[src/rtl/pipeline_trace_buffer.sv]
// pipeline_trace_buffer
//   Captures a free-running probe word into a circular buffer. After arm, the
//   buffer records every valid probe sample. When a trigger arrives, it keeps
//   recording for post_cnt more samples and then stops. The captured window
//   is then read out oldest-first, one word per rd_req.
//
// Ports
//   clk        in   1     clock, rising edge
//   rst        in   1     asynchronous reset, active low
//   arm        in   1     start a new capture (clears buffer bookkeeping)
//   trig       in   1     trigger event, qualified by sample_en
//   sample_en  in   1     probe valid this cycle
//   probe      in   W     word to capture
//   post_cnt   in   AW    samples to record after the trigger sample
//   rd_req     in   1     readout request, one word per request
//   rd_data    out  W     readout word (holds value when rd_valid=0)
//   rd_valid   out  1     rd_data valid this cycle
//   rd_last    out  1     final readout word
//   state      out  2     00 IDLE, 01 ARMED, 10 TRIGGERED, 11 DONE
//   count      out  AW+1  valid entries, saturating at D
//   wrapped    out  1     write pointer wrapped since arm
module pipeline_trace_buffer #(
  parameter int W  = 32,
  parameter int D  = 16,
  parameter int AW = $clog2(D)
) (
  input  logic          clk,
  input  logic          rst,
  input  logic          arm,
  input  logic          trig,
  input  logic          sample_en,
  input  logic [W-1:0]  probe,
  input  logic [AW-1:0] post_cnt,
  input  logic          rd_req,
  output logic [W-1:0]  rd_data,
  output logic          rd_valid,
  output logic          rd_last,
  output logic [1:0]    state,
  output logic [AW:0]   count,
  output logic          wrapped
);

  typedef enum logic [1:0] {
    IDLE      = 2'b00,
    ARMED     = 2'b01,
    TRIGGERED = 2'b10,
    DONE      = 2'b11
  } stateT;

  localparam logic [AW:0] FULL = (AW+1)'(D);

  logic [W-1:0] mem [D];

  stateT         stateReg, stateNext;
  logic [AW-1:0] wrPtrReg, wrPtrNext;
  logic [AW:0]   countReg, countNext;
  logic          wrappedReg, wrappedNext;
  logic [AW-1:0] remainingReg, remainingNext;
  logic [AW-1:0] rdPtrReg, rdPtrNext;
  logic [AW:0]   rdCntReg, rdCntNext;
  logic          rdValidReg, rdLastReg, rdLastNext;
  logic [W-1:0]  rdDataReg;
  logic          capture, rdFire, enterDone;

  always_comb begin
    stateNext     = stateReg;
    wrPtrNext     = wrPtrReg;
    countNext     = countReg;
    wrappedNext   = wrappedReg;
    remainingNext = remainingReg;
    rdPtrNext     = rdPtrReg;
    rdCntNext     = rdCntReg;
    capture       = 1'b0;
    rdFire        = 1'b0;
    rdLastNext    = 1'b0;
    enterDone     = 1'b0;

    if (arm) begin
      // arm wins over everything, including a same-cycle trig and capture
      stateNext     = ARMED;
      wrPtrNext     = '0;
      countNext     = '0;
      wrappedNext   = 1'b0;
      remainingNext = '0;
    end else begin
      capture = ((stateReg == ARMED) || (stateReg == TRIGGERED)) && sample_en;
      if (capture) begin
        wrPtrNext = wrPtrReg + 1'b1;
        if (countReg != FULL) countNext = countReg + 1'b1;
        if (wrPtrReg == '1) wrappedNext = 1'b1;
      end

      case (stateReg)
        ARMED: begin
          if (sample_en && trig) begin
            remainingNext = post_cnt;
            if (post_cnt == '0) enterDone = 1'b1;
            else                stateNext = TRIGGERED;
          end
        end
        TRIGGERED: begin
          if (sample_en) begin
            remainingNext = remainingReg - 1'b1;
            if (remainingReg == AW'(1)) enterDone = 1'b1;
          end
        end
        DONE: begin
          // Once every word is delivered (rd_last cycle), fall back to IDLE
          if (rdCntReg == countReg) begin
            stateNext = IDLE;
          end else if (rd_req) begin
            rdFire     = 1'b1;
            rdPtrNext  = rdPtrReg + 1'b1;
            rdCntNext  = rdCntReg + 1'b1;
            rdLastNext = ((rdCntReg + 1'b1) == countReg);
          end
        end
        default: ;
      endcase

      // Oldest entry sits at the write pointer once the buffer has wrapped;
      // use the post-capture pointer/flag since this edge also captures.
      if (enterDone) begin
        stateNext = DONE;
        rdPtrNext = wrappedNext ? wrPtrNext : '0;
        rdCntNext = '0;
      end
    end
  end

  always_ff @(posedge clk or negedge rst) begin
    if (!rst) begin
      stateReg     <= IDLE;
      wrPtrReg     <= '0;
      countReg     <= '0;
      wrappedReg   <= 1'b0;
      remainingReg <= '0;
      rdPtrReg     <= '0;
      rdCntReg     <= '0;
      rdValidReg   <= 1'b0;
      rdLastReg    <= 1'b0;
      rdDataReg    <= '0;
    end else begin
      stateReg     <= stateNext;
      wrPtrReg     <= wrPtrNext;
      countReg     <= countNext;
      wrappedReg   <= wrappedNext;
      remainingReg <= remainingNext;
      rdPtrReg     <= rdPtrNext;
      rdCntReg     <= rdCntNext;
      rdValidReg   <= rdFire;
      rdLastReg    <= rdLastNext;
      if (rdFire) rdDataReg <= mem[rdPtrReg];
    end
  end

  // Buffer contents are deliberately left out of reset
  always_ff @(posedge clk) begin
    if (capture) mem[wrPtrReg] <= probe;
  end

  assign rd_data  = rdDataReg;
  assign rd_valid = rdValidReg;
  assign rd_last  = rdLastReg;
  assign state    = stateReg;
  assign count    = countReg;
  assign wrapped  = wrappedReg;

endmodule

[config.mk]
export PLATFORM = sky130hd
export DESIGN_NAME = pipeline_trace_buffer
export DESIGN_NICKNAME = d
export VERILOG_FILES = /design/src/rtl/pipeline_trace_buffer.sv
export SDC_FILE = /design/constraint.sdc
export NUM_CORES = 1
export LEC_CHECK = 0
export BUFFER_PORTS_ARGS = -buffer_cell sky130_fd_sc_hd__buf_2
export CORE_ASPECT_RATIO = 1.5
export CORE_UTILIZATION = 45
export CTS_BUF_LIST = sky130_fd_sc_hd__clkbuf_2 sky130_fd_sc_hd__clkbuf_4 sky130_fd_sc_hd__clkbuf_8
export DETAILED_ROUTE_END_ITERATION = 16
export PLACE_DENSITY = 0.61
export SLEW_MARGIN = 0
export SYNTH_ARGS = -nofsm -noshare
export SYNTH_HDL_FRONTEND = slang
export SYNTH_SLANG_ARGS = --single-unit
[constraint.sdc]
create_clock -name clk -period 5.86 [get_ports clk]
set_clock_uncertainty 0.05 [all_clocks]
set_input_delay 0.293 -clock clk [delete_from_list [all_inputs] [get_ports clk]]
set_output_delay 0.293 -clock clk [all_outputs]
set_load 0.01 [all_outputs]
---- Word level (Yosys, flattened, before mapping) ----
Memory sizes are Yosys's and may differ from the RTL's. A register that Yosys moved wholly into a read port is not among the register bits.
Cells that the tools add are included.
storage, ports and cells
  bits in registers ....................... 27
  bits in latches ......................... 0
  memory bits (writable) .................. 512
  memory bits (read-only) ................. 0
  input bits .............................. 42
  output and inout port bits .............. 42
  word-level logic and storage cells ...... 90
  memories ................................ 1
cells by class
  $add $sub $neg .......................... 5
  multiply operators ...................... 0
  div/mod/pow operators ................... 0
  magnitude comparators ................... 0
  equal/unequal tests ..................... 14
  shift-type cells ........................ 0
  mux-type cells .......................... 45
  bitwise operators ....................... 1
  reduce and logical (&&, ||, !) cells .... 15
memories
  memory  depth  width  rd ports  clocked after Yosys merged registers in  write ports  line  RTL
  mem     16     32     1         1                                        1            52    logic [W-1:0] mem [D];
operators with widths
  cell                                                                     count
  4-bit two-way mux                                                        10
  5-bit two-way mux                                                        7
  1-bit two-way mux                                                        20
  5-bit by 1-bit adder with 5-bit output, second input constant            2
  5-bit == test                                                            2
  2-bit two-way mux                                                        5
  4-bit by 1-bit adder with 4-bit output, second input constant            2
  4-bit one-hot mux with 2 select lines                                    1
  4-bit AND reduction                                                      2
  2-bit nonzero test                                                       4
  5-bit inequality test, second input constant                             1
  2-bit == test, second input constant                                     2
  4-bit by 1-bit == test with 1-bit output, second input constant          1
  4-bit == test, second input constant                                     1
  4-bit logical NOT                                                        1
  4-bit by 2-bit inequality test with 1-bit output, second input constant  1
  4-bit by 3-bit inequality test with 1-bit output, second input constant  1
  4-bit inequality test, second input constant                             1
  2-bit one-hot mux with 2 select lines                                    1
  4-bit nonzero test                                                       1
  4-bit by 1-bit subtractor with 4-bit output, second input constant       1
  3-bit by 2-bit inequality test with 1-bit output, second input constant  1
  3-bit inequality test, second input constant                             1
  3-bit AND reduction                                                      1
  other kinds (9)                                                          10

---- Depth between registers and ports, before layout ----
  depth after elaboration ................. 7
  depth in mapped cells ................... 9
  gate-level depth less buffers ........... 7

---- Least setup slack after synthesis ----
Ideal clock, no wire load.
  path kind ............................... flip-flop to flip-flop
  start point ............................. register stateReg[0], in the netlist state[0]
  end point ............................... memory mem[3][0] (enable)
  library setup time ...................... 0.461 ns
  arrival time ............................ 3.653 ns
  required time ........................... 5.349 ns
  setup slack ............................. 1.696 ns
  stages on the path, launching flop included .. 7
  path buffers ............................ 0
  clock period less this slack ............ 4.164 ns
  cell sequence ........................... dfrtp_1 inv_1 ha_1 nand2b_1 nor2_1 nand2_1 nor3_1
between the ends
  longest elaborated chain between the ends .. 6
  elaborated cells on any way between the ends .. 7
  classes of those cells .................. eq/ne: 2; mux: 3; reduce/logical: 2
RTL lines
  item                                                                              line  RTL
  start: declaration                                                                54    stateT stateReg, stateNext;
  start signal: assignment                                                          144   stateReg <= stateNext;
  2-bit by 1-bit == test with 1-bit output / 2-bit == test (equally long branches)  86    capture = ((stateReg == ARMED) || (stateReg == TRIGGERED)) && sample_en;
  1-bit logical OR *                                                                86
  1-bit logical AND *                                                               86
  1-bit two-way mux *                                                               78    if (arm) begin
  1-bit two-way mux *                                                               159   if (capture) mem[wrPtrReg] <= probe;
  1-bit two-way mux (not written as such) *                                         159
  end: declaration                                                                  52
Every way passes the cells marked *; elsewhere a longest branch is shown, timed or not.

---- Worst setup path after layout ----
  start point ............................. register stateReg[0], in the netlist state[0]
  end point ............................... memory mem[3][1] (enable)
The elaborated chain is that of the path after synthesis.

==> qor.csv <==
stage;metric;value;unit
synth;Synth Area in Compound Gates;0.0363;
final_layout;Finished Cell Area;25500;sq um
placement;Port Buffers;83;
detailed_routing;Vias/cell;5.56;
worst_setup_path;CP bufs+invs;2;
timing;max_slew headroom;0.153;
timing;max-slew violations;0;
worst_setup_path;Max FO, Critical Path;15;
pwr;Power Total;10300;uW
timing;fin crit period;3.28;ns
pwr;power per cell area;404;nW/um^2
global_route;GRT Overall Usage;0.202;
worst_setup_path;critical path's top delay family;simple AND/OR/NAND/NOR gates;
worst_setup_path;CP endpoint kind;flip-flop;
synth;Top FF cell, synth;edfxtp_1;
min_path;WHS Endpoint;count[2];
worst_setup_path;Data arrival, critical path;3.53;ns
run;Max Cap Viol;0;
worst_setup_path;critical-path cell list;inv_1 > ha_1 > nand2b_1 > nor2_1 > nand2_1 > nor3_2 > buf_4;
floorplan;die span in x;183;um
floorplan;Core Footprint;48600;sq um
status;status;finished, final reports clean;
detailed_routing;final WL;48.6;mm
cts;clk sinks;571;
placement;DP HPWL;24.9;mm
timing;Worst-Margin Slew;1.27;ns
global_route;vias in the first global route;12288;
final_layout;Layout area overhead;15.3;%
timing;final setup vio count;0;
global_route;largest net degree at the start of global routing;82;
synth;post-synthesis adder-cell area fraction;0.00791;
final_layout;Nets;1360;
detailed_routing;drt first pass iters;4;
cts;Worst-Skew Late Latency;0.64;ns
placement;pre-CTS setup slack;2.59;ns
synth;EDFF count, synth;512;
synth;simple-gate share of the synthesized area;0.0439;
global_route;GRT overflow;0;
detailed_routing;antenna viol nets, final;0;
placement;dpl cell area;23500;sq um
synth;Netlist cell types;49;
placement;GP Congestion;0.739;
cts;H-tree depth;3;
floorplan;Row Count;99;
floorplan;Top-Level Pins;84;
worst_setup_path;flop2flop setup slack;2.58;ns
placement;dpl cells;1840;
floorplan;die height;274;um
cts;TritonCTS clock tree;done;
worst_setup_path;delay of the slowest critical-path stage;0.76;ns
synth;Mapped Cells;1137;
detailed_routing;WL/cell;23.9;um
cts;Clock transition at path regs;0.06;ns
synth;Post-Synth XOR/XNOR Area;0.00593;
pwr;maximum VDD drop;0.201;mV
final_layout;fraction of layout cells with a size suffix above 1;0.296;
synth;synthesized area per cell;19.5;sq um
synth;Syn Nets;1193;
worst_setup_path;Critical Path RT;6.11;ns
cts;post-CTS resize count;0;
final_layout;non-filler cells, final;2030;
global_route;met1 Use GR;0.249;
synth;Cell Area, Synth;22100;sq um
timing;Fin Setup TNS;0;ns
timing;Hold Violations, Final;0;
timing;setup slack after layout;2.58;ns
floorplan;initial cell density of the core;0.456;
global_route;first-pass GRT wire length;74.3;mm
synth;sequential fraction of the synthesis area;0.761;
global_route;busiest grt layer;met2;
min_path;Min-Delay Path Class;in -> reg;
pwr;leakage;0.00869;uW
synth;Yosys reg bits;571;
detailed_routing;initial DRC count;765;
final_layout;# fillers;3959;
global_route;routing usage on met3;0.0306;
cts;Setup Fix Bufs, Post-CTS;0;
worst_setup_path;FF-to-FF End;mem[3][1];
worst_setup_path;CP Launch Type;flip-flop;
worst_setup_path;CP Class;reg -> reg;
cts;number of buffers on the longest clock path;3;
global_route;GRT met2 Usage;0.364;
detailed_routing;via count;11279;
timing;f_max;305;MHz
worst_setup_path;Worst R2R Start;state[0];
worst_setup_path;Slowest-stage cell, CP;nor3_2;
floorplan;Die ar.;50100;sq um
timing;RSZ-0062 raised after global routing;false;
min_path;HP Start;arm;
synth;largest family of logic cells by synthesized area;multiplexers;
detailed_routing;Post-route DRC;0;
worst_setup_path;Reg2Reg Depth;7;
synth;post-synthesis mux area share;0.132;
synth;synthesis warning total;0;
global_route;initial antenna violation count;2;
worst_setup_path;crit path from;state[0];
min_path;Hold Path Depth;2;
cts;CTS Buf Count;83;
cts;Root Driver;clkbuf_8;
timing;crit share post-route;0.560;
synth;ys async rst share;0.103;
-- logic make-up after synthesis --
kind of cell             Yosys count
buffers and inverters             70
XOR/XNOR                          15
multiplexers                     131
adder cells (fa/ha/maj)           14
AO/OA/AOI/OAI                    110
flip-flops                       571
AND/OR/NAND/NOR                  226
-- worst reg2reg max path, stage by stage (launching register included) --
cell	delay (ns)
dfrtp_1	0.44
inv_1	0.07
ha_1	0.38
nand2b_1	0.27
nor2_1	0.29
nand2_1	0.30
nor3_2	0.76
buf_4	0.41
-- Yosys cell counts (2+ instances only) --
library cell	count	area, sq um
a211o_1	3	26.3
a21oi_1	7	35.0
a22o_1	2	17.5
a22oi_1	64	480
a31oi_1	4	25.0
and2_1	3	18.8
and3_1	2	12.5
buf_2	20	100
buf_4	2	15.0
clkbuf_1	35	131
dfrtp_1	59	1480
edfxtp_1	512	15400
ha_1	14	175
inv_1	12	45.0
mux2_2	2	22.5
mux4_2	128	2880
nand2_1	150	563
nand2b_1	6	37.5
nand3_1	4	20.0
nand3b_1	2	15.0
nand4_1	4	25.0
nor2_1	28	105
nor2b_1	8	50.1
nor3_1	8	40.0
nor3b_1	3	22.5
nor4_1	3	18.8
o211ai_1	2	15.0
o21ai_0	13	65.1
o31ai_1	3	22.5
or4_1	2	15.0
xnor2_1	6	52.6
xor2_1	9	78.8
-- flip-flops by register name (all words and copies together) (netlist names), 2 cells and up --
signal	cells
rdCntReg	5
state	2
rd_data	32
mem	512
count	5
wrPtrReg	4
remainingReg	4
rdPtrReg	4
-- layout by cell type, fill, tap and decap left out, types with 13 or more instances in the layout --
cell	netlist	routed
a22oi_1	64	64
buf_2	20	82
buf_4	2	21
clkbuf_4	0	35
clkbuf_8	0	92
dfrtp_1	59	57
dlygate4sd3_1	0	35
edfxtp_1	512	512
ha_1	14	14
mux4_2	128	128
nand2_1	150	150
nor2_1	28	15
nor2_4	0	13
o21ai_0	13	13
-- power breakdown --
part / internal [uW] / switching (uW) / leakage [uW] / total [uW]
sequential: 4680 / 281 / 0.00535 / 4960
combinational: 1110 / 1040 / 0.00243 / 2160
clock: 1720 / 1480 / 0.000903 / 3210
total: 7510 / 2810 / 0.00869 / 10300
-- routing by layer --
metal | share of wire | up-vias
met5 | 0 | -
met4 | 0.017 | 0
met3 | 0.040 | 74
met2 | 0.53 | 266
met1 | 0.41 | 6021
li1 | - | 4918
-- timing repair --
item | CTS | global route
endpoints found under the setup margin | 0 | 0
hold endpoints to repair | 573 | 0
hold buffers | 35 | 0
-- cell type report --
| type | instances | area, sq um | area share |
|---|---|---|---|
| timing repair buffer | 140 | 958 | 0.0375 |
| clock inverter | 26 | 175 | 0.00686 |
| inverter | 12 | 45.0 | 0.00176 |
| multi-input combinational | 496 | 5130 | 0.201 |
| antenna | 2 | 5.00 | 0.000196 |
| tap | 656 | 821 | 0.0322 |
| clock buffer | 127 | 1530 | 0.0599 |
| sequential | 571 | 16900 | 0.660 |
-- how the worst max path moves through the flow --
stage | endpoint | slack (ns) | cells after the start
finish | mem[3][1] | 2.58 | 7
CTS | mem[3][1] | 2.56 | 7
global placement | mem[3][0] | 2.58 | 7
global route | mem[3][6] | 2.33 | 7
floorplan | mem[3][0] | 1.70 | 6
detailed placement | mem[3][1] | 2.59 | 7
-- metrics by stage --
stage,utilization,hold WS (ns)
5_1_grt,0.526,0.0757
4_1_cts,0.526,0.0333
3_3_place_gp,0.483,0.406
2_1_floorplan,-,-0.0526
3_5_place_dp,0.483,0.407
6_report,0.526,0.0689
(Power assumes the default switching activity.)
